**src/rtl/cp_pkg.sv**
```systemverilog
// Shared definitions for cp_pipe: controller state encodings and the
// occupancy counter width helper.
package cp_pkg;

  typedef enum logic [0:0] {
    IN_IDLE = 1'b0,
    IN_ACK  = 1'b1
  } in_state_t;

  typedef enum logic [1:0] {
    OUT_IDLE = 2'd0,
    OUT_REQ  = 2'd1,
    OUT_WAIT = 2'd2
  } out_state_t;

  function automatic int occ_width(input int depth);
    return ($clog2(depth + 1) > 0) ? $clog2(depth + 1) : 1;
  endfunction

endpackage

```
**src/rtl/cp_stage.sv**
```systemverilog
// One pipeline stage: a full flag and a WIDTH-bit data latch.
// Load wins over release; the pipe never asserts both in one cycle.
module cp_stage #(
  parameter int WIDTH = 3
) (
  input  logic             clk,
  input  logic             rst,
  input  logic             i_load,
  input  logic             i_rel,
  input  logic [WIDTH-1:0] i_data,
  output logic             o_full,
  output logic [WIDTH-1:0] o_data
);

  logic             r_full;
  logic [WIDTH-1:0] r_data;

  // Full flag: set on load, cleared on release or reset.
  always_ff @(posedge clk) begin
    if (rst) begin
      r_full <= 1'b0;
    end else if (i_load) begin
      r_full <= 1'b1;
    end else if (i_rel) begin
      r_full <= 1'b0;
    end else begin
      r_full <= r_full;
    end
  end

  // Data latch: only meaningful while the full flag is set, so it has no reset.
  always_ff @(posedge clk) begin
    if (i_load) begin
      r_data <= i_data;
    end else begin
      r_data <= r_data;
    end
  end

  assign o_full = r_full;
  assign o_data = r_data;

endmodule

```
**src/rtl/cp_pipe.sv**
```systemverilog
// cp_pipe: DEPTH-stage 4-phase handshake pipeline, one token per stage.
// Define CP_PIPE_OCC_EN to add the registered occupancy output occ.
module cp_pipe
  import cp_pkg::*;
#(
  parameter int WIDTH = 3,
  parameter int DEPTH = 4
) (
  input  logic             clk,
  input  logic             rst,
  input  logic             in_req,
  output logic             in_ack,
  input  logic [WIDTH-1:0] data_in,
  output logic             out_req,
  input  logic             out_ack,
  output logic [WIDTH-1:0] data_out
`ifdef CP_PIPE_OCC_EN
  ,
  output logic [$clog2(DEPTH+1)-1:0] occ
`endif
);

  in_state_t        r_in_state;
  in_state_t        w_in_next;
  out_state_t       r_out_state;
  out_state_t       w_out_next;
  logic             r_in_ack;
  logic             r_out_req;
  logic [WIDTH-1:0] r_data_out;

  logic [DEPTH-1:0] w_full;
  logic [DEPTH-1:0] w_load;
  logic [DEPTH-1:0] w_rel;
  logic [WIDTH-1:0] w_din  [DEPTH];
  logic [WIDTH-1:0] w_data [DEPTH];

  logic w_capture;
  logic w_out_rel;
  logic w_out_fire;

  // All transfer decisions look only at full flags registered last edge.
  assign w_capture  = (r_in_state == IN_IDLE) && in_req && !w_full[0];
  assign w_out_rel  = (r_out_state == OUT_REQ) && out_ack;
  assign w_out_fire = (r_out_state == OUT_IDLE) && w_full[DEPTH-1] && !out_ack;

  generate
    for (genvar gi = 0; gi < DEPTH; gi++) begin : g_stage
      if (gi == 0) begin : g_first
        assign w_load[gi] = w_capture;
        assign w_din[gi]  = data_in;
      end else begin : g_mid
        assign w_load[gi] = w_full[gi-1] && !w_full[gi];
        assign w_din[gi]  = w_data[gi-1];
      end

      if (gi == DEPTH - 1) begin : g_last
        assign w_rel[gi] = w_out_rel;
      end else begin : g_inner
        assign w_rel[gi] = w_full[gi] && !w_full[gi+1];
      end

      cp_stage #(
        .WIDTH(WIDTH)
      ) u_stage (
        .clk   (clk),
        .rst   (rst),
        .i_load(w_load[gi]),
        .i_rel (w_rel[gi]),
        .i_data(w_din[gi]),
        .o_full(w_full[gi]),
        .o_data(w_data[gi])
      );
    end
  endgenerate

  // Input controller state register and registered acknowledge.
  always_ff @(posedge clk) begin
    if (rst) begin
      r_in_state <= IN_IDLE;
      r_in_ack   <= 1'b0;
    end else begin
      r_in_state <= w_in_next;
      r_in_ack   <= (w_in_next == IN_ACK);
    end
  end

  // Input controller next state.
  always_comb begin
    w_in_next = r_in_state;
    case (r_in_state)
      IN_IDLE: begin
        if (w_capture) begin
          w_in_next = IN_ACK;
        end else begin
          w_in_next = IN_IDLE;
        end
      end
      IN_ACK: begin
        if (!in_req) begin
          w_in_next = IN_IDLE;
        end else begin
          w_in_next = IN_ACK;
        end
      end
      default: w_in_next = IN_IDLE;
    endcase
  end

  // Output controller state register, request and data output.
  always_ff @(posedge clk) begin
    if (rst) begin
      r_out_state <= OUT_IDLE;
      r_out_req   <= 1'b0;
      r_data_out  <= {WIDTH{1'b0}};
    end else begin
      r_out_state <= w_out_next;
      r_out_req   <= (w_out_next == OUT_REQ);
      if (w_out_fire) begin
        r_data_out <= w_data[DEPTH-1];
      end else begin
        r_data_out <= r_data_out;
      end
    end
  end

  // Output controller next state; an ack seen in OUT_IDLE is ignored.
  always_comb begin
    w_out_next = r_out_state;
    case (r_out_state)
      OUT_IDLE: begin
        if (w_out_fire) begin
          w_out_next = OUT_REQ;
        end else begin
          w_out_next = OUT_IDLE;
        end
      end
      OUT_REQ: begin
        if (out_ack) begin
          w_out_next = OUT_WAIT;
        end else begin
          w_out_next = OUT_REQ;
        end
      end
      OUT_WAIT: begin
        if (!out_ack) begin
          w_out_next = OUT_IDLE;
        end else begin
          w_out_next = OUT_WAIT;
        end
      end
      default: w_out_next = OUT_IDLE;
    endcase
  end

  assign in_ack   = r_in_ack;
  assign out_req  = r_out_req;
  assign data_out = r_data_out;

`ifdef CP_PIPE_OCC_EN
  localparam int               OCC_W   = occ_width(DEPTH);
  localparam logic [OCC_W-1:0] OCC_ONE = OCC_W'(1'b1);

  logic [OCC_W-1:0] r_occ;

  // Occupancy: +1 on capture, -1 on downstream release, unchanged on both.
  always_ff @(posedge clk) begin
    if (rst) begin
      r_occ <= {OCC_W{1'b0}};
    end else if (w_capture && !w_out_rel) begin
      r_occ <= r_occ + OCC_ONE;
    end else if (!w_capture && w_out_rel) begin
      r_occ <= r_occ - OCC_ONE;
    end else begin
      r_occ <= r_occ;
    end
  end

  assign occ = r_occ;
`endif

endmodule
```
**config.mk**
```make
export PLATFORM = sky130hd
export DESIGN_NAME = cp_pipe
export DESIGN_NICKNAME = d
export VERILOG_FILES = /design/src/rtl/cp_pkg.sv /design/src/rtl/cp_stage.sv /design/src/rtl/cp_pipe.sv
export SDC_FILE = /design/constraint.sdc
export NUM_CORES = 1
export LEC_CHECK = 0
export ABC_AREA = 0
export CAP_MARGIN = 20
export CELL_PAD_IN_SITES_DETAIL_PLACEMENT = 1
export CELL_PAD_IN_SITES_GLOBAL_PLACEMENT = 1
export CORE_MARGIN = 5
export CORE_UTILIZATION = 45
export DETAILED_ROUTE_END_ITERATION = 12
export GPL_ROUTABILITY_DRIVEN = 0
export GPL_TIMING_DRIVEN = 0
export PLACE_DENSITY_LB_ADDON = 0.08
export SLEW_MARGIN = 15
export SYNTH_ARGS = -nofsm -noshare
export SYNTH_HDL_FRONTEND = slang
export SYNTH_HIERARCHICAL = 1
export SYNTH_SLANG_ARGS = --single-unit
```
**constraint.sdc**
```tcl
create_clock -name clk -period 3.7 [get_ports clk]
set_clock_uncertainty 0.2 [all_clocks]
set_input_delay 0.925 -clock clk [delete_from_list [all_inputs] [get_ports clk]]
set_output_delay 0.925 -clock clk [all_outputs]
set_load 0.03 [all_outputs]
```
Word level (Yosys, flattened, before mapping)
Cells that the tools add are included.

storage, ports and cells
  input bits = 7
  register bits = 23

operators by class
  reduce and logical (&&, ||, !) cells = 18
  multiplexer cells = 15
  bitwise logic cells = 1
  equal/unequal tests = 3

operators with widths
  kind                  count
  $mux W1               11
  $logic_and A1 B1 Y1   8
  $reduce_bool A2 Y1    4
  $pmux W2 S3           1
  $logic_not A1 Y1      5
  $eq A2 B1 Y1 const B  2
  $mux W2               2
  $eq A2 B2 Y1 const B  1
  $logic_not A2 Y1      1
  $pmux W1 S2           1
  $not A1 Y1            1

Longest topological paths before layout
Gate-level depths: netlist of run 1.

  depth in word-level cells = 6
  gate-level depth with buffers = 3

By module
The synthesis of run 1 kept the hierarchy.

modules (own cells, without submodules)
  module    area an instance (sq um)  instances  cells an instance  seq. area each (sq um)
  cp_stage  128.9                     4          7                  110.1
  cp_pipe   322.8                     1          30                 140.1

Least setup slack after synthesis of run 1
No wires, ideal clock.

  kind = input to register
  from = input port in_req
  to = register g_stage[0].u_stage.r_data[0] (enable)
  setup time = 0.362 ns
  data arrival time = 1.287 ns
  slack = 1.851 ns
  stages = 1
  path buffers = 0
  cell sequence = nor3b_1

between the ends
  longest elaborated chain between the ends = 2

ends and longest elaborated chain
  element                           line            source
  start, declared                   cp_pipe.sv:11   input logic in_req,
  $logic_and A1 B1 Y1 (2 in a row)  cp_pipe.sv:42   assign w_capture = (r_in_state == IN_IDLE) && in_req && !w_full[0];
  end signal, assigned              cp_stage.sv:34  r_data <= i_data;
  end signal, assigned              cp_stage.sv:36  r_data <= r_data;
  end, declared                     cp_stage.sv:16  logic [WIDTH-1:0] r_data;

No other way between the ends.
A chain may end at the register's enable or synchronous reset.

Worst setup path in the final report of run 1
  from = register r_in_ack, in the netlist in_ack
  to = output port in_ack

RTL lines
  element                 line           source
  start, declared         cp_pipe.sv:27  logic r_in_ack;
  start signal, assigned  cp_pipe.sv:83  r_in_ack <= (w_in_next == IN_ACK);
  end, declared           cp_pipe.sv:12  output logic in_ack,

No word-level cell between the ends.

==> impl_metrics.yaml, run 1 <==
outcome:
  status: "finished clean"
yosys:
  ys_seq_area_share_pct: 69.25
  synth_common_cells: "edfxtp_1, dfxtp_1, nand2b_1"
  ys_ff_latch: 23
  synth_cells: 58
  synth_area_per_cell_um2: 14.45
  synthesis.nets: 65
  async_reset_ff_share_pct: 0
  yosys-top-cells-area: "edfxtp_1, dfxtp_1, nand2b_1"
  synth_cell_types: 15
  synth.most_common_cell: "edfxtp_1"
  syn_area_um2: 838.3
  synth.largest_area_cell: "edfxtp_1"
  synth_top_area_share_pct: 42.99
  synthFlopType: "edfxtp_1"
  synth_warnings: 6
  synth-edff-count: 12
cells_and_area:
  drive_gt1_share_pct: 15.07
  multi_input_area_um2: 239.0
  fin_util_pct: 57.71
  nNetsFinal: 81
  final_cell_area_um2: 1007
  antenna_cells: 0
  area_growth_pct: 20.15
  finalNonFillerCells: 98
  fill_cells: 178
  seq_area_um2: 580.6
placement:
  dpl_cell_area_um2: 979.7
  place_ws_ns: 1.211
  dp_hpwl_um: 897.6
  port_buffers: 11
  dp.cells: 94
pwr:
  p_int_uw: 350.4
  power_leakage_uw: 0.0003291
  max-vdd-ir-drop_mv: 0.2944
  combPwrFrac_pct: 10.2
  clkPwrFrac_pct: 25.2
  switching_share_pct: 23.32
  power_density_nw_per_um2: 453.6
  p_switching_uw: 106.5
  p_seq_share_pct: 64.6
sta:
  tightest_slew_ns: 0.5271
  max-slew-margin-rel_pct: 64.79
  hold_viol: 0
  finalSetupViolCount: 0
  setup_tns_ns: 0
  slew_viol_final: 0
  clock.fmax_mhz: 398.9
  min_period_over_period_pct: 67.75
  fin_ws_ns: 1.193
  rsz0062_at_grt: "no"
  fin_crit_ns: 2.507
drt:
  highest_layer: "met4"
  via_count: 465
  ant_nets: 0
  route.final.wire_length_um: 1159
  via_per_inst: 4.745
  drt_first_pass_iters: 3
  drt_iter0_markers: 11
  dr_wl_met2_um: 536
  wl_met1_um: 548
  wl_met3_um: 58
  drc_errors: 0
  wire_per_inst_um: 11.83
global_route:
  grt_pass1_vias: 494
  antenna_found_initial: 0
  grt_first_pass_wirelength_um: 2035
  gr-total-overflow: 0
  grt_usage_pct: 10.45
  grt_start_max_net_pins: 14
clock_tree:
  clk_latency_ns: 0.31
  cts_setup_buffers: 0
  cts_tree: "built"
  ctsLongestPathBuffers: 2
  htreeDepth: 1
  clkSlewWorstSetupHoldPaths_ns: 0.13
  cts_hold_buffers: 0
  ctsResizeCount: 0
  cts_root_buf: "clkbuf_4"
  numCtsBuffers: 3
  clkSinkCount: 23
setup_path:
  crit_buf_inv: 1
  path_cells: "clkdlybuf4s50_1"
  max_stage_delay_ns: 0.69
  crit_family: "buffers and inverters"
  path_depth: 1
  slowest_stage: "clkdlybuf4s50_1"
  end_kind: "output pin"
  worstRegToRegCells: 1
  arrival_ns: 1.38
  crit_fanout: 3
  critPathRequiredTime_ns: 2.57
  worst-setup-path-type: "flop to output pin"
  start_kind: "flop"
floorplanning:
  io_pins: 12
  die_y_um: 53.16
  rows: 15
  die-area_um2: 2826
  die_w_um: 53.16
  core_um2: 1745
  start_util_pct: 48.03
worst_hold_path:
  holdCritPathClass: "flop to flop"
  hold_depth: 0
run:
  drv_cap: 0
==> per-layer routing <==
layer / vias to the layer above / track usage [%]
met5: - / 0
met4: 0 / 3.830
met3: 2 / 5.070
met2: 12 / 18.18
met1: 221 / 10.73
li1: 230 / -
==> cells by family after synthesis <==
logic type	count (synthesis)	synth area share, %
buf+inv	5	2.238
compound gates	4	4.179
simple gates	22	19.70
mux	3	3.582
flops	23	69.25
xor+xnor	1	1.045
==> stage by stage <==
step                      hold WS (ns)  total power, uW
after floorplan                 0.2003            329.2
after global placement          0.2041            346.8
after detailed placement        0.2092            348.9
after CTS                       0.2335            463.4
after global routing            0.2537            484.4
final                           0.2230            456.9
==> state kept, by name (all words and copies together), names as in the netlist <==
name,cells
r_out_state,2
in_ack,1
data_out,3
out_req,1
g_stage.u_stage/o_full,4
g_stage.u_stage/o_data,12
==> power by group through the flow <==
stage	Clock [uW]	Combinational (uW)	Sequential [uW]
final	115	46.7	295
after global routing	136	51.4	297
after CTS	120	47.6	296
after detailed placement	0	47.6	301
after global placement	0	46.4	300
after floorplan	0	25.9	303
==> cell usage in the layout (no fill, tap or decap) <==
cell / n
clkdlybuf4s50_1: 11
mux2i_1: 3
nor2_1: 1
edfxtp_1: 12
a21oi_2: 4
dfxtp_1: 11
and3b_2: 1
nor3b_1: 2
clkbuf_4: 3
nand2b_1: 10
nor4b_4: 1
nor3b_2: 1
clkinv_2: 1
xnor2_1: 1
clkbuf_1: 1
nor2b_1: 4
nor4_1: 2
inv_1: 4
==> area by class of cell <==
type                       instances  area share, %
timing repair buffer              11          10.93
tap                               25          3.106
multi-input combinational         30          23.73
sequential                        23          57.64
buffer                             1         0.3727
clock inverter                     1         0.4969
inverter                           4          1.491
clock buffer                       3          2.236
==> path summary, 6_finish.rpt <==
kind | startpoint | end | slack, ns
hold reg to reg | g_stage[2].u_stage/o_data[0] | g_stage[3].u_stage/o_data[0] | 0.22
hold / removal | g_stage[2].u_stage/o_data[0] | g_stage[3].u_stage/o_data[0] | 0.22
setup reg to reg | in_ack | g_stage[0].u_stage/o_data[2] | 2.33
setup / recovery | in_ack | in_ack | 1.19
Note: power is estimated with default switching activity, not from simulation.
==> run 2, diff against run 1 <==
--- a/config.mk
+++ b/config.mk
@@ -10,7 +10,7 @@
 export CELL_PAD_IN_SITES_DETAIL_PLACEMENT = 1
 export CELL_PAD_IN_SITES_GLOBAL_PLACEMENT = 1
 export CORE_MARGIN = 5
-export CORE_UTILIZATION = 45
+export CORE_UTILIZATION = 37
 export DETAILED_ROUTE_END_ITERATION = 12
 export GPL_ROUTABILITY_DRIVEN = 0
 export GPL_TIMING_DRIVEN = 0
==> constraint.sdc (replaced) <==
create_clock -name clk -period 2.1 [get_ports clk]
set_clock_uncertainty 0.2 [all_clocks]
set_input_delay 0.525 -clock clk [delete_from_list [all_inputs] [get_ports clk]]
set_output_delay 0.525 -clock clk [all_outputs]
set_load 0.03 [all_outputs]
==> run 2 against run 1 <==
Compared with the run above:
- cell count rose by 3.1%
- worst setup slack got worse by 1.1 ns
- sequential power rose by 76%
- register-to-register slack got worse by 1.6 ns
- largest power group unchanged
- total power rose by 75%
- routed wire length rose by 3.0%
- flip-flop and latch count did not move
- utilization fell by 11 points
- global-route usage fell by 2.4 points
- sequential share of layout area fell by 0.78 points
- non-clock buffer count did not move
- critical path depth did not move
==> impl_metrics.yaml, run 2 (synthesis results as in run 1) <==
floorplanning:
  die-area_um2: 3318
  die_y_um: 57.60
  rows: 17
  io_pins: 12
  die_w_um: 57.60
  core_um2: 2191
  start_util_pct: 38.26
global_route:
  grt_pass1_vias: 480
  grt_start_max_net_pins: 14
  antenna_found_initial: 0
  grt_usage_pct: 8.088
  grt_first_pass_wirelength_um: 1987
  gr-total-overflow: 0
setup_path:
  crit_fanout: 1
  max_stage_delay_ns: 0.66
  path_cells: "clkdlybuf4s50_1"
  worstRegToRegCells: 1
  slowest_stage: "clkdlybuf4s50_1"
  start_kind: "flop"
  timing.rr.end: "g_stage[0].u_stage/o_data[1]"
  worst-setup-path-type: "flop to output pin"
  critPathRequiredTime_ns: 1.37
  r2r_start: "in_ack"
  end_kind: "output pin"
  ff2ff_setup_slack_ns: 0.74
  crit_buf_inv: 1
  arrival_ns: 1.28
  crit_family: "buffers and inverters"
pwr:
  power_leakage_uw: 0.0003989
  max-vdd-ir-drop_mv: 0.4450
  power_density_nw_per_um2: 785.1
sta:
  hold_viol: 0
  fin_crit_ns: 2.003
  min_period_over_period_pct: 95.39
  slew_viol_final: 0
  tightest_slew_ns: 0.5519
  max-slew-margin-rel_pct: 63.13
  clock.fmax_mhz: 499.2
  finalSetupViolCount: 0
  setup_tns_ns: 0
  rsz0062_at_grt: "no"
drt:
  drt_iter0_markers: 2
  route.final.wire_length_um: 1194
  via_per_inst: 4.545
  ant_nets: 0
  wire_per_inst_um: 11.82
  drc_errors: 0
  via_count: 459
  drt_first_pass_iters: 2
clock_tree:
  htreeDepth: 1
  cts_setup_buffers: 0
  clkSlewWorstSetupHoldPaths_ns: 0.13
  cts_root_buf: "clkbuf_4"
  cts_hold_buffers: 0
  clk_latency_ns: 0.30
  cts_tree: "built"
  ctsLongestPathBuffers: 2
  numCtsBuffers: 3
  clkSinkCount: 23
worst_hold_path:
  holdCritPathClass: "flop to flop"
  hold_depth: 0
  hold_end: "g_stage[3].u_stage/o_data[0]"
  worstHoldStart: "g_stage[2].u_stage/o_data[0]"
cells_and_area:
  multi_input_area_um2: 239.0
  drive_gt1_share_pct: 15.07
  finalNonFillerCells: 101
  antenna_cells: 0
  area_growth_pct: 21.79
  fin_util_pct: 46.60
  largest_reg_flops: 12
  final_cell_mix: "edfxtp_1, dfxtp_1, nand2b_1"
  seq_area_um2: 580.6
  final_common_cell: "edfxtp_1"
  nNetsFinal: 81
  fill_cells: 220
placement:
  dp.cells: 97
  port_buffers: 11
run:
  drv_cap: 0
outcome:
  status: "finished clean"
## run 2: area by class of cell
cell class	count	share of cell area, %
plain buffers	1	0.3676
clock buffers	3	2.206
clock inverters	1	0.4902
inverters	4	1.471
multi-input cells	30	23.41
flip-flops and latches	23	56.86
well taps	28	3.431
repair buffers	11	11.76
## run 2: worst max-delay path by stage
stage            start                            to  slack, ns  cells after the start
6_report       out_req                       out_req        0.1                      1
5_1_grt        out_req                       out_req       0.05                      1
4_1_cts         in_ack                        in_ack      0.003                      1
3_5_place_dp    in_req  g_stage[0].u_stage/o_data[1]       0.02                      2
3_3_place_gp    in_req  g_stage[0].u_stage/o_data[1]      0.007                      2
2_1_floorplan   in_req  g_stage[0].u_stage/o_data[0]       0.65                      1
## run 2: per-layer routing
metal,vias up,GRT usage [%],wire length [um]
li1,230,-,-
met1,218,8.146,496
met2,9,14.52,614
met3,2,2.262,66
met4,0,4.967,17
met5,-,0,0
## run 2: through the flow
stage                     hold slack (ns)  total power [uW]  setup slack (ns)  instance area [um^2]
after floorplan                    0.2003             580.1            0.6508                 838.3
after global placement             0.2009             611.0          0.007372                 983.4
after detailed placement           0.2070             614.8           0.01768                 983.4
after CTS                          0.2386             818.9          0.003414                  1011
after global routing               0.2405             850.6           0.04579                  1021
final                              0.2363             801.6           0.09688                  1021
## run 2: power by group
part | switching (uW) | internal (uW)
logic | 42.1 | 39.8
clock network | 129 | 70.9
registers | 13.9 | 506
## run 2: repair_timing
action                                  in CTS  in global routing
endpoints found under the hold margin        0                  0
gates resized for setup                      0                  4
endpoints found under the setup margin       0                  4
==> run 3, diff against run 2 <==
--- a/config.mk
+++ b/config.mk
@@ -6,11 +6,13 @@
 export NUM_CORES = 1
 export LEC_CHECK = 0
 export ABC_AREA = 0
+export ABC_CLOCK_PERIOD_IN_PS = 2300
 export CAP_MARGIN = 20
 export CELL_PAD_IN_SITES_DETAIL_PLACEMENT = 1
 export CELL_PAD_IN_SITES_GLOBAL_PLACEMENT = 1
 export CORE_MARGIN = 5
-export CORE_UTILIZATION = 37
+export CORE_UTILIZATION = 45
+export CTS_BUF_LIST = sky130_fd_sc_hd__clkbuf_8
 export DETAILED_ROUTE_END_ITERATION = 12
 export GPL_ROUTABILITY_DRIVEN = 0
 export GPL_TIMING_DRIVEN = 0
==> constraint.sdc (replaced) <==
create_clock -name clk -period 2.3 [get_ports clk]
set_clock_uncertainty 0.2 [all_clocks]
set_input_delay 0.575 -clock clk [delete_from_list [all_inputs] [get_ports clk]]
set_output_delay 0.575 -clock clk [all_outputs]
set_load 0.03 [all_outputs]
==> run 3 against run 2 <==
Compared with the run above:
- die area decreased by 15%
- cell count down 3.0%
- flip-flop and latch count unchanged
- global-route usage is 2.4 points higher
- critical path type unchanged
- largest cell class unchanged
- largest power group unchanged
==> impl_metrics.yaml, run 3 (synthesis results as in run 1) <==
drt:
  ant_nets: 0
  drt_first_pass_iters: 3
  via_count: 472
  via_per_inst: 4.816
  drt_iter0_markers: 8
  route.final.wire_length_um: 1188
  wire_per_inst_um: 12.12
  drc_errors: 0
placement:
  dp_hpwl_um: 897.6
  place_ws_ns: 0.1614
  port_buffers: 11
cells_and_area:
  final_cell_mix: "edfxtp_1, dfxtp_1, clkdlybuf4s50_1"
  area_growth_pct: 22.39
  nNetsFinal: 81
  drive_gt1_share_pct: 15.07
  largest_reg_flops: 12
  fill_cells: 175
  antenna_cells: 0
  final_common_cell: "edfxtp_1"
setup_path:
  ff2ff_setup_slack_ns: 0.92
  r2r_start: "in_ack"
  max_stage_delay_ns: 0.69
  crit_fanout: 3
  path_cells: "clkdlybuf4s50_1"
  slowest_stage: "clkdlybuf4s50_1"
  arrival_ns: 1.31
  end_kind: "output pin"
  timing.rr.end: "g_stage[0].u_stage/o_data[2]"
  crit_buf_inv: 1
  crit_family: "buffers and inverters"
  worst-setup-path-type: "flop to output pin"
  worstRegToRegCells: 1
  start_kind: "flop"
  critPathRequiredTime_ns: 1.52
floorplanning:
  rows: 15
  io_pins: 12
  die_w_um: 53.16
  core_um2: 1745
  start_util_pct: 48.03
  die-area_um2: 2826
  die_y_um: 53.16
pwr:
  max-vdd-ir-drop_mv: 0.6058
  power_leakage_uw: 0.0003368
  power_density_nw_per_um2: 774.3
clock_tree:
  cts_tree: "built"
  cts_setup_buffers: 0
  htreeDepth: 1
  clkSinkCount: 23
  cts_root_buf: "clkbuf_8"
  cts_hold_buffers: 0
  clk_latency_ns: 0.26
  clkSlewWorstSetupHoldPaths_ns: 0.08
  ctsLongestPathBuffers: 2
  ctsResizeCount: 0
  numCtsBuffers: 3
sta:
  rsz0062_at_grt: "no"
  hold_viol: 0
  min_period_over_period_pct: 90.69
  max-slew-margin-rel_pct: 63.51
  clock.fmax_mhz: 479.4
  tightest_slew_ns: 0.5462
  setup_tns_ns: 0
  fin_crit_ns: 2.086
  slew_viol_final: 0
  finalSetupViolCount: 0
  fin_ws_ns: 0.2141
global_route:
  grt_usage_pct: 10.51
  antenna_found_initial: 0
  grt_first_pass_wirelength_um: 2042
  grt_start_max_net_pins: 14
  grt_pass1_vias: 491
  gr-total-overflow: 0
outcome:
  status: "finished clean"
worst_hold_path:
  hold_end: "g_stage[3].u_stage/o_data[0]"
  hold_depth: 0
  worstHoldStart: "g_stage[2].u_stage/o_data[0]"
  holdCritPathClass: "flop to flop"
run:
  drv_cap: 0
[run 3: worst max-delay path by stage]
stage	from	end	slack [ns]	depth (start not counted)
floorplan	in_req	g_stage[0].u_stage/o_data[0]	0.80	1
global route	in_ack	in_ack	0.17	1
CTS	in_ack	in_ack	0.20	1
finish	in_ack	in_ack	0.21	1
global placement	rst	data_out[0]	0.19	4
detailed placement	rst	data_out[1]	0.16	4
[run 3: layout make-up]
class | count | area, um^2 | area share (%)
sequential | 23 | 580.6 | 56.59
buffer | 1 | 3.754 | 0.3659
multi-input combinational | 30 | 239.0 | 23.29
clock inverter | 1 | 5.005 | 0.4878
tap | 25 | 31.28 | 3.049
clock buffer | 3 | 41.29 | 4.024
inverter | 4 | 15.01 | 1.463
timing repair buffer | 11 | 110.1 | 10.73
[run 3: metrics by stage]
stage                     total power (uW)  utilization [%]  hold slack (ns)  area [um^2]  instances
after floorplan                      529.6                -           0.2003        838.3         58
after global placement               557.8            56.13           0.2041        979.7         94
after detailed placement             561.2            56.13           0.2092        979.7         94
after CTS                            807.8            58.78           0.2249         1026         98
after global routing                 840.6            58.78           0.2415         1026         98
final                                794.4            58.78           0.2210         1026         98
[run 3: where the power goes]
part           switching (uW)  internal (uW)
Clock                     123            121
Combinational            38.6           36.8
Sequential               13.5            462
Total                     175            619
[run 3: metal layers]
layer  GRT usage (%)  wire length [um]  up-vias
met2           18.80               590       10
met4           3.830                 0        0
met1           10.38               547      232
li1                -                 -      230
met3           5.070                49        0
met5               0                 0        -
